--- config.mk ---
export PLATFORM = sky130hd
export DESIGN_NAME = writeback_skid_stage_flat
export DESIGN_NICKNAME = d
export VERILOG_FILES = /design/src/rtl/writeback_skid_stage_if.sv /design/src/rtl/writeback_skid_stage.sv /design/src/flat_wrapper.sv
export SDC_FILE = /design/constraint.sdc
export NUM_CORES = 2
export LEC_CHECK = 0
export CORE_MARGIN = 4
export CORE_UTILIZATION = 52
export CTS_BUF_LIST = sky130_fd_sc_hd__clkbuf_16
export DETAILED_ROUTE_END_ITERATION = 16
export PLACE_DENSITY = 0.82
export SYNTH_ARGS = -nofsm -noshare
export SYNTH_HDL_FRONTEND = slang
export SYNTH_SLANG_ARGS = --single-unit
--- constraint.sdc ---
create_clock -name clk_i -period 2.3 [get_ports clk_i]
set_input_delay 0.345 -clock clk_i [delete_from_list [all_inputs] [get_ports clk_i]]
set_output_delay 0.345 -clock clk_i [all_outputs]
set_load 0.05 [all_outputs]
--- src/rtl/writeback_skid_stage_if.sv ---
// Handshake and bundle signals between the memory stage, the writeback skid stage and the commit side.
interface writeback_skid_stage_if #(
   parameter int unsigned XLEN = 32,
   parameter int unsigned RD_W = 5
);
   // memory-stage side
   logic            valid_m_i;
   logic            ready_m_o;
   logic [31:0]     instr_m_i;
   logic [XLEN-1:0] alu_result_m_i;
   logic [XLEN-1:0] reduced_data_m_i;
   logic [XLEN-1:0] pc_target_m_i;
   logic [XLEN-1:0] pc_plus4_m_i;
   logic [XLEN-1:0] imm_ext_m_i;
   logic [XLEN-1:0] csr_data_m_i;
   logic [XLEN-1:0] csr_result_m_i;
   logic [11:0]     csr_addr_m_i;
   logic [RD_W-1:0] rd_m_i;
   logic [2:0]      result_src_m_i;
   logic            reg_write_m_i;
   logic            csr_we_m_i;
   // commit side
   logic            ready_w_i;
   logic            valid_w_o;
   logic [31:0]     instr_w_o;
   logic [XLEN-1:0] result_w_o;
   logic [XLEN-1:0] csr_result_w_o;
   logic [11:0]     csr_addr_w_o;
   logic [RD_W-1:0] rd_w_o;
   logic            reg_write_w_o;
   logic            csr_we_w_o;
   logic            retire_w_o;

   // view of the writeback stage itself
   modport slave (
      input  valid_m_i, instr_m_i, alu_result_m_i, reduced_data_m_i, pc_target_m_i,
             pc_plus4_m_i, imm_ext_m_i, csr_data_m_i, csr_result_m_i, csr_addr_m_i,
             rd_m_i, result_src_m_i, reg_write_m_i, csr_we_m_i, ready_w_i,
      output ready_m_o, valid_w_o, instr_w_o, result_w_o, csr_result_w_o, csr_addr_w_o,
             rd_w_o, reg_write_w_o, csr_we_w_o, retire_w_o
   );

   // view of the surrounding pipeline
   modport master (
      output valid_m_i, instr_m_i, alu_result_m_i, reduced_data_m_i, pc_target_m_i,
             pc_plus4_m_i, imm_ext_m_i, csr_data_m_i, csr_result_m_i, csr_addr_m_i,
             rd_m_i, result_src_m_i, reg_write_m_i, csr_we_m_i, ready_w_i,
      input  ready_m_o, valid_w_o, instr_w_o, result_w_o, csr_result_w_o, csr_addr_w_o,
             rd_w_o, reg_write_w_o, csr_we_w_o, retire_w_o
   );
endinterface

--- src/rtl/writeback_skid_stage.sv ---
// Writeback stage with a two-entry skid buffer, rd==0 write suppression, flush and instret counter.
module writeback_skid_stage #(
   parameter int unsigned XLEN      = 32,
   parameter int unsigned CNT_WIDTH = 64,
   parameter int unsigned RD_W      = 5
) (
   input  logic                 clk_i,
   input  logic                 reset_i,
   writeback_skid_stage_if.slave wb,
   input  logic                 flush_i,
   input  logic                 instret_inhibit_i,
   input  logic                 instret_we_i,
   input  logic [CNT_WIDTH-1:0] instret_wdata_i,
   output logic [CNT_WIDTH-1:0] instret_o
);
   // result-select encodings shared with the control unit
   localparam logic [2:0] RESULT_ALU      = 3'b000;
   localparam logic [2:0] RESULT_MEM_DATA = 3'b001;
   localparam logic [2:0] RESULT_PCPLUS4  = 3'b010;
   localparam logic [2:0] RESULT_IMM_EXT  = 3'b011;
   localparam logic [2:0] RESULT_PCTARGET = 3'b100;
   localparam logic [2:0] RESULT_CSR      = 3'b101;

   // state encoding is {skid_valid, main_valid}
   localparam logic [1:0] EMPTY = 2'b00;
   localparam logic [1:0] ONE   = 2'b01;
   localparam logic [1:0] FULL  = 2'b11;

   typedef struct packed {
      logic [31:0]     instr;
      logic [XLEN-1:0] alu;
      logic [XLEN-1:0] mem;
      logic [XLEN-1:0] pct;
      logic [XLEN-1:0] pc4;
      logic [XLEN-1:0] imm;
      logic [XLEN-1:0] csr_data;
      logic [XLEN-1:0] csr_result;
      logic [11:0]     csr_addr;
      logic [RD_W-1:0] rd;
      logic [2:0]      src;
      logic            reg_write;
      logic            csr_we;
   } bundle_t;

   logic [1:0]           state_q, state_d;
   bundle_t              main_q, main_d;
   bundle_t              skid_q, skid_d;
   bundle_t              in_b;
   logic [CNT_WIDTH-1:0] instret_q, instret_d;
   logic                 accept;
   logic                 fire;
   logic                 ready_m;
   logic                 main_valid;
   logic [XLEN-1:0]      result_mux;

   assign main_valid = state_q[0];
   assign ready_m    = ~state_q[1];
   assign accept     = wb.valid_m_i & ready_m;
   assign fire       = main_valid & wb.ready_w_i;

   // gather the incoming entry into one bundle
   always_comb begin
      in_b            = '0;
      in_b.instr      = wb.instr_m_i;
      in_b.alu        = wb.alu_result_m_i;
      in_b.mem        = wb.reduced_data_m_i;
      in_b.pct        = wb.pc_target_m_i;
      in_b.pc4        = wb.pc_plus4_m_i;
      in_b.imm        = wb.imm_ext_m_i;
      in_b.csr_data   = wb.csr_data_m_i;
      in_b.csr_result = wb.csr_result_m_i;
      in_b.csr_addr   = wb.csr_addr_m_i;
      in_b.rd         = wb.rd_m_i;
      in_b.src        = wb.result_src_m_i;
      in_b.reg_write  = wb.reg_write_m_i;
      in_b.csr_we     = wb.csr_we_m_i;
   end

   // skid-buffer next state; flush empties both slots but never blocks a retire
   always_comb begin
      state_d = state_q;
      main_d  = main_q;
      skid_d  = skid_q;
      case (state_q)
         EMPTY: begin
            if (accept) begin
               main_d  = in_b;
               state_d = ONE;
            end
         end
         ONE: begin
            if (accept && fire) begin
               main_d = in_b;
            end else if (accept) begin
               skid_d  = in_b;
               state_d = FULL;
            end else if (fire) begin
               state_d = EMPTY;
            end
         end
         FULL: begin
            if (fire) begin
               main_d  = skid_q;
               state_d = ONE;
            end
         end
         default: state_d = EMPTY;
      endcase
      if (flush_i) state_d = EMPTY;
   end

   // retired-instruction counter: CSR write wins over increment
   always_comb begin
      instret_d = instret_q;
      if (instret_we_i) instret_d = instret_wdata_i;
      else if (fire && !instret_inhibit_i) instret_d = instret_q + CNT_WIDTH'(1);
   end

   // state, bundles and counter registers
   always_ff @(posedge clk_i) begin
      if (reset_i) begin
         state_q   <= EMPTY;
         main_q    <= '0;
         skid_q    <= '0;
         instret_q <= '0;
      end else begin
         state_q   <= state_d;
         main_q    <= main_d;
         skid_q    <= skid_d;
         instret_q <= instret_d;
      end
   end

   // result select off the head entry
   always_comb begin
      result_mux = '0;
      case (main_q.src)
         RESULT_ALU:      result_mux = main_q.alu;
         RESULT_MEM_DATA: result_mux = main_q.mem;
         RESULT_PCPLUS4:  result_mux = main_q.pc4;
         RESULT_IMM_EXT:  result_mux = main_q.imm;
         RESULT_PCTARGET: result_mux = main_q.pct;
         RESULT_CSR:      result_mux = main_q.csr_data;
         default:         result_mux = '0;
      endcase
   end

   assign wb.ready_m_o      = ready_m;
   assign wb.valid_w_o      = main_valid;
   assign wb.instr_w_o      = main_q.instr;
   assign wb.result_w_o     = result_mux;
   assign wb.csr_result_w_o = main_q.csr_result;
   assign wb.csr_addr_w_o   = main_q.csr_addr;
   assign wb.rd_w_o         = main_q.rd;
   assign wb.reg_write_w_o  = fire & main_q.reg_write & (main_q.rd != '0);
   assign wb.csr_we_w_o     = fire & main_q.csr_we;
   assign wb.retire_w_o     = fire;
   assign instret_o         = instret_q;
endmodule

--- src/flat_wrapper.sv ---
// flat-port wrapper written by rule: the top's interface ports become plain ports
module writeback_skid_stage_flat 
#(
   parameter int unsigned XLEN      = 32,
   parameter int unsigned CNT_WIDTH = 64,
   parameter int unsigned RD_W      = 5
)
  (clk_i, reset_i, flush_i, instret_inhibit_i, instret_we_i, instret_wdata_i, instret_o, wb_valid_m_i, wb_instr_m_i, wb_alu_result_m_i, wb_reduced_data_m_i, wb_pc_target_m_i, wb_pc_plus4_m_i, wb_imm_ext_m_i, wb_csr_data_m_i, wb_csr_result_m_i, wb_csr_addr_m_i, wb_rd_m_i, wb_result_src_m_i, wb_reg_write_m_i, wb_csr_we_m_i, wb_ready_w_i, wb_ready_m_o, wb_valid_w_o, wb_instr_w_o, wb_result_w_o, wb_csr_result_w_o, wb_csr_addr_w_o, wb_rd_w_o, wb_reg_write_w_o, wb_csr_we_w_o, wb_retire_w_o);
  writeback_skid_stage_if #(.XLEN(XLEN), .RD_W(RD_W)) wb_i ();
  input  logic clk_i;
  input  logic reset_i;
  input  logic flush_i;
  input  logic instret_inhibit_i;
  input  logic instret_we_i;
  input  logic [CNT_WIDTH-1:0] instret_wdata_i;
  output logic [CNT_WIDTH-1:0] instret_o;
  input wire logic [$bits(wb_i.valid_m_i)-1:0] wb_valid_m_i;
  input wire logic [$bits(wb_i.instr_m_i)-1:0] wb_instr_m_i;
  input wire logic [$bits(wb_i.alu_result_m_i)-1:0] wb_alu_result_m_i;
  input wire logic [$bits(wb_i.reduced_data_m_i)-1:0] wb_reduced_data_m_i;
  input wire logic [$bits(wb_i.pc_target_m_i)-1:0] wb_pc_target_m_i;
  input wire logic [$bits(wb_i.pc_plus4_m_i)-1:0] wb_pc_plus4_m_i;
  input wire logic [$bits(wb_i.imm_ext_m_i)-1:0] wb_imm_ext_m_i;
  input wire logic [$bits(wb_i.csr_data_m_i)-1:0] wb_csr_data_m_i;
  input wire logic [$bits(wb_i.csr_result_m_i)-1:0] wb_csr_result_m_i;
  input wire logic [$bits(wb_i.csr_addr_m_i)-1:0] wb_csr_addr_m_i;
  input wire logic [$bits(wb_i.rd_m_i)-1:0] wb_rd_m_i;
  input wire logic [$bits(wb_i.result_src_m_i)-1:0] wb_result_src_m_i;
  input wire logic [$bits(wb_i.reg_write_m_i)-1:0] wb_reg_write_m_i;
  input wire logic [$bits(wb_i.csr_we_m_i)-1:0] wb_csr_we_m_i;
  input wire logic [$bits(wb_i.ready_w_i)-1:0] wb_ready_w_i;
  output wire logic [$bits(wb_i.ready_m_o)-1:0] wb_ready_m_o;
  output wire logic [$bits(wb_i.valid_w_o)-1:0] wb_valid_w_o;
  output wire logic [$bits(wb_i.instr_w_o)-1:0] wb_instr_w_o;
  output wire logic [$bits(wb_i.result_w_o)-1:0] wb_result_w_o;
  output wire logic [$bits(wb_i.csr_result_w_o)-1:0] wb_csr_result_w_o;
  output wire logic [$bits(wb_i.csr_addr_w_o)-1:0] wb_csr_addr_w_o;
  output wire logic [$bits(wb_i.rd_w_o)-1:0] wb_rd_w_o;
  output wire logic [$bits(wb_i.reg_write_w_o)-1:0] wb_reg_write_w_o;
  output wire logic [$bits(wb_i.csr_we_w_o)-1:0] wb_csr_we_w_o;
  output wire logic [$bits(wb_i.retire_w_o)-1:0] wb_retire_w_o;
  assign wb_i.valid_m_i = wb_valid_m_i;
  assign wb_i.instr_m_i = wb_instr_m_i;
  assign wb_i.alu_result_m_i = wb_alu_result_m_i;
  assign wb_i.reduced_data_m_i = wb_reduced_data_m_i;
  assign wb_i.pc_target_m_i = wb_pc_target_m_i;
  assign wb_i.pc_plus4_m_i = wb_pc_plus4_m_i;
  assign wb_i.imm_ext_m_i = wb_imm_ext_m_i;
  assign wb_i.csr_data_m_i = wb_csr_data_m_i;
  assign wb_i.csr_result_m_i = wb_csr_result_m_i;
  assign wb_i.csr_addr_m_i = wb_csr_addr_m_i;
  assign wb_i.rd_m_i = wb_rd_m_i;
  assign wb_i.result_src_m_i = wb_result_src_m_i;
  assign wb_i.reg_write_m_i = wb_reg_write_m_i;
  assign wb_i.csr_we_m_i = wb_csr_we_m_i;
  assign wb_i.ready_w_i = wb_ready_w_i;
  assign wb_ready_m_o = wb_i.ready_m_o;
  assign wb_valid_w_o = wb_i.valid_w_o;
  assign wb_instr_w_o = wb_i.instr_w_o;
  assign wb_result_w_o = wb_i.result_w_o;
  assign wb_csr_result_w_o = wb_i.csr_result_w_o;
  assign wb_csr_addr_w_o = wb_i.csr_addr_w_o;
  assign wb_rd_w_o = wb_i.rd_w_o;
  assign wb_reg_write_w_o = wb_i.reg_write_w_o;
  assign wb_csr_we_w_o = wb_i.csr_we_w_o;
  assign wb_retire_w_o = wb_i.retire_w_o;
  writeback_skid_stage #(.XLEN(XLEN), .CNT_WIDTH(CNT_WIDTH), .RD_W(RD_W)) u_core (.clk_i(clk_i), .reset_i(reset_i), .wb(wb_i), .flush_i(flush_i), .instret_inhibit_i(instret_inhibit_i), .instret_we_i(instret_we_i), .instret_wdata_i(instret_wdata_i), .instret_o(instret_o));
endmodule
# == Word level (Yosys, flattened, before mapping) ==
# Index checks and enable logic that the tools add are counted.
# word_totals
regBits,622
inputBits,349
output_inout_bits,182
elab_cells,73
# op_classes
n_addsub,1
eq_ne,12
muxes,13
bitwise,7
reduce_logical,12
# op_table
op,n
278-bit two-way mux,3
278-bit one-hot mux with 3 select lines,1
32-bit one-hot mux with 6 select lines,1
64-bit two-way mux,2
64-bit by 1-bit adder with 64-bit output (second input constant),1
2-bit two-way mux,5
4-bit AND reduction,2
3-bit by 2-bit equality test with 1-bit output (second input constant),2
3-bit equality test (second input constant),2
2-bit by 1-bit inequality test with 1-bit output (second input constant),3
2-bit one-hot mux with 3 select lines,1
1-bit bitwise AND,5
5-bit nonzero test,1
3-bit by 1-bit equality test with 1-bit output (second input constant),1
3-bit logical NOT,1
3-bit by 1-bit inequality test with 1-bit output (second input constant),1
3-bit AND reduction,1
3-bit nonzero test,1
2-bit by 1-bit equality test with 1-bit output (second input constant),1
2-bit equality test (second input constant),1
1-bit logical AND,2
2-bit logical NOT,1
2-bit inequality test (second input constant),1
1-bit inverter,2
3 further kinds,3

# == Depth between registers and ports, before layout ==
# logic_depth
word_depth,5
depth_mapped,10
depth_no_buf,7

# == Least setup slack after synthesis ==
# Ideal clock, no wire load.
# synth_timing
path_type,register to register
start,reg u_core.state_q[0]
end,reg u_core.main_q[0] (netlist bit)
setup_time_ns,0.086
arrival_ns,2.576
slack_ns,-0.361
stages_incl_launch_ff,10
n_path_buf,3
synth_period_minus_slack_ns,2.661
path_cell_list,dfxtp_1 -> buf_2 -> nand2_1 -> inv_1 -> o22ai_1 -> nor2_1 -> clkbuf_1 -> clkbuf_1 -> nor2_1 -> a211oi_1
# synth_via
elab_chain_cells,4
elab_cells_between_ends,11
# synth_lines
item,line,text
"start, declared",writeback_skid_stage.sv:45,"logic [1:0] state_q, state_d;"
"start signal, assigned",writeback_skid_stage.sv:127,state_q <= state_d;
1-bit bitwise AND (*),writeback_skid_stage.sv:59,assign fire = main_valid & wb.ready_w_i;
net wb_retire_w_o,flat_wrapper.sv:41,output wire logic [$bits(wb_i.retire_w_o)-1:0] wb_retire_w_o;
1-bit logical AND,writeback_skid_stage.sv:92,if (accept && fire) begin
2-bit by 1-bit inequality test with 1-bit output (no line),-,
4-bit AND reduction (no line) (*),-,
"end signal, assigned",writeback_skid_stage.sv:128,main_q <= main_d;
"end, declared",writeback_skid_stage.sv:46,"bundle_t main_q, main_d;"
# Mark *: on every way through the listed nets, which the timed path passes. The rest lies on a longest branch.
# A chain may end at the register's enable or synchronous reset.

# == Worst setup path in the final report ==
# layout_timing
start,reg u_core.main_q[4] (netlist bit)
end,out wb_result_w_o[0]
# layout_via
elab_chain_cells,2
elab_cells_between_ends,7
# layout_lines
item,line,text
3-bit equality test (tied with other cells),writeback_skid_stage.sv:137,case (main_q.src)
32-bit one-hot mux with 6 select lines (*),writeback_skid_stage.sv:137,
"end, declared",flat_wrapper.sv:35,output wire logic [$bits(wb_i.result_w_o)-1:0] wb_result_w_o;
# Mark *: on every way between the ends. The rest lies on a longest branch, timed or not.

==> results.md <==
- Max Fclk: 0.3967 GHz
- Leak: 13.01 nW
- Final period utilization: 109.6%
- Leading area contributor after synthesis: dfxtp_1
- Worst path max stage delay: 0.41 ns
- Largest net degree at the start of global routing: about 170
- Worst Hold Depth: 2
- Cell Rows: 83
- Crit path DAT: 2.18 ns
- Period minus WS final: approximately 2.5 ns
- GRT Total Usage: around a third
- Clk Latency, worst-skew pair: 0.61 ns
- Gpl congestion: 0.9593
- Worst vdd ir: just over 0.6 mV
- Root buffer cell: clkbuf_16
- Core ar.: between 50000 and 60000 µm²
- Clock skew: 0.01634 ns
- Share of layout cells above drive strength 1: 12.16%
- Clock transition at the registers of the reported paths: around 0.06 ns
- Sequential share of the synthesized area: about 46%
- Hold slack: about 0.11 ns
- Setup violators final: 32
- CTS max path bufs: 3
- CTS tree: yes
- Reg area: between 10000 and 15000 µm²
- Vias in the first global route: 23.72k
- Multi-input logic area: approximately 14000 µm²
- Vias per inst: 5.962
- Cell area after synthesis: between 20000 and 30000 µm²
- Net count, final: around 4.0k
- First-pass GRT wire length: 139900 µm
- Crit-path leading delay family: flip-flops
- DR iter-0 viols: around 2.5k
- Synth unique cells: 63
- Fill count: 3689
- Critical path buffers and inverters: 2
- Area delta synth->final: 35.79%
- Synth Flop Type: dfxtp_1
- Max-cap check violation count: 0
- Syn Nets: 3556
- Die width: 236.6 µm
- Crit start category: flip-flop
- Fin worst setup slack: -0.2207 ns
- Status: finished with violations
- Slew @ Worst Pin: 0.8738 ns
- Post-synth EDFFs: 0
- CTS H-tree depth: 3
- Number of nets with antenna violations after routing: 0
- Main area contributors after synthesis: dfxtp_1 46%, mux2i_1 10%, a211oi_1 8.5%, nand2_1 8.1%, a21oi_1 5.2%
- Detailed-route DRC error count: 0
- IO buf count: 530
- P per Cell Area: approximately 760 nW/µm²
- Post-Syn Instances: 3202
- Syn Area/Cell: 8.486 µm²
- Final Util: 71.63%
- Post-cts hold buffer count: 0
- DR vias: 26.15k
- Max FO, Critical Path: 32
- Max_slew headroom: 41.75%
- Final Non-Filler Cells: 4386
- Initial DRT Pass Iterations: 7
- RSZ-0062 raised after global routing: true
- Final count of hold timing violations: 0
- Most common cell after layout, fill and taps aside: dfxtp_1
- R2R setup slack: 0.06 ns
- Pins Over Slew Limit: 0
- Total grt overflow: 0
- Most frequent cells in the layout: 600 x dfxtp_1, 588 x nand2_1, 468 x clkdlybuf4s50_1, 340 x nor2_1, 308 x a211oi_1
- Clk sink count: approximately 620
- Drt total wl: slightly below 100000 µm
- Violated checks: negative setup slack
- Synthesized flop and latch total: 622
- Yosys warnings: 0
- Placed Cells: 4223
- Die area: 55980 µm²
- Post-synth ARST share: 0%
- CP endpoint kind: output pin
- Cell Chain, Critical Path: and3b_1 -> buf_12 -> a22oi_2 -> nand3_2 -> buf_12
- Ports: 531
- Worst path slowest cell: dfxtp_4
- Crit path kind: reg2out
- Initial Util: a little over half
- Cts bufs inserted: 66
- Die Height: 236.6 µm
- Area share of the largest cell type after synthesis: 45.82%
- Crit-path most repeated cell: buf_12
- WP data required: 1.96 ns
- Routed len/inst: ~22 µm
- Initial antenna violation count: 39
- Worst hold path type: in2reg
- Setup tns final: -5.075 ns
- WP depth: 5
- HPWL after DPL: 65900 µm
- Worst r2r path cells: 5
## synth_stat cells (4+ instances only)
cell type	count
dfxtp_1	622
nand2_1	588
nor2_1	342
a211oi_1	308
a21oi_1	284
mux2i_1	282
clkbuf_1	253
a22oi_1	96
buf_4	83
nand3_1	65
and3_1	22
nand4_1	21
o21ai_0	17
inv_1	16
a311oi_1	15
and4_1	14
nor4_1	14
xnor2_1	14
xor2_1	14
buf_1	11
nor3_1	10
a2111oi_0	9
or4_1	8
nor4b_1	6
o31ai_1	6
or3_1	6
ha_1	5
nand2b_1	5
nor3b_1	4
## per-stage QoR
stage	total power [mW]	setup WS (ns)	instance area, µm²
3_3_place_gp	17.69	-0.3563	33910
3_5_place_dp	17.79	-0.3462	33910
5_1_grt	28.81	-0.2586	36870
6_report	27.92	-0.2207	36900
4_1_cts	27.71	-0.1944	36270
2_1_floorplan	15.32	-0.03528	27230
## flip-flops by register name, summed over array words and instances, names as in the netlist
signal	cells
u_core.wb.csr_result_w_o	32
u_core.skid_q	278
u_core.state_q	2
u_core.main_q	197
u_core.wb.instr_w_o	32
u_core.wb.rd_w_o	5
u_core.instret_o	64
u_core.wb.csr_addr_w_o	12
## per-layer routing
metal  part of all wire [%]  wire length, µm  global-route usage (%)
met1                     38            36500                   39.01
met2                     47            45410                   51.70
met3                    9.6             9255                   8.223
met4                    5.7             5495                   14.70
met5                   0.13              128                       0
## where the power goes
part           switching (mW)  internal, mW
sequential              0.564          11.5
clock                    4.37          5.47
combinational            3.48          2.52
total                    8.41          19.5
## logic make-up after synthesis
family	after synthesis	share of synthesized area, %
flip-flops	622	45.82
AO/OA/AOI/OAI	762	18.51
XOR/XNOR	28	0.9025
buffers and inverters	366	6.216
multiplexers	282	10.39
adder cells (fa/ha/maj)	5	0.2302
AND/OR/NAND/NOR	1137	17.93
## cell type report
cell class                      count  area share (%)
Multi-Input combinational cell   2214           36.90
Sequential cell                   622           33.85
Timing Repair Buffer              715           21.28
Clock buffer                       68           4.612
Tap cell                          680           2.306
Clock inverter                     42          0.6850
Antenna cell                       29          0.1967
Inverter                           16          0.1729
## what timing repair did
action / CTS / global route
resized for setup: 82 / 75
cloned: 2 / 8
pin swaps: 13 / 32
setup endpoints to repair: 43 / 60
buffers inserted: 6 / 10
## path summary, 6_finish.rpt
kind / startpoint / end
min: reset_i / u_core.skid_q[176]
min reg2reg: u_core.skid_q[55] / u_core.skid_q[55]
max: u_core.main_q[4] / wb_result_w_o[0]
max reg2reg: u_core.instret_o[18] / u_core.instret_o[55]
Note: power is estimated with default switching activity, not from simulation.
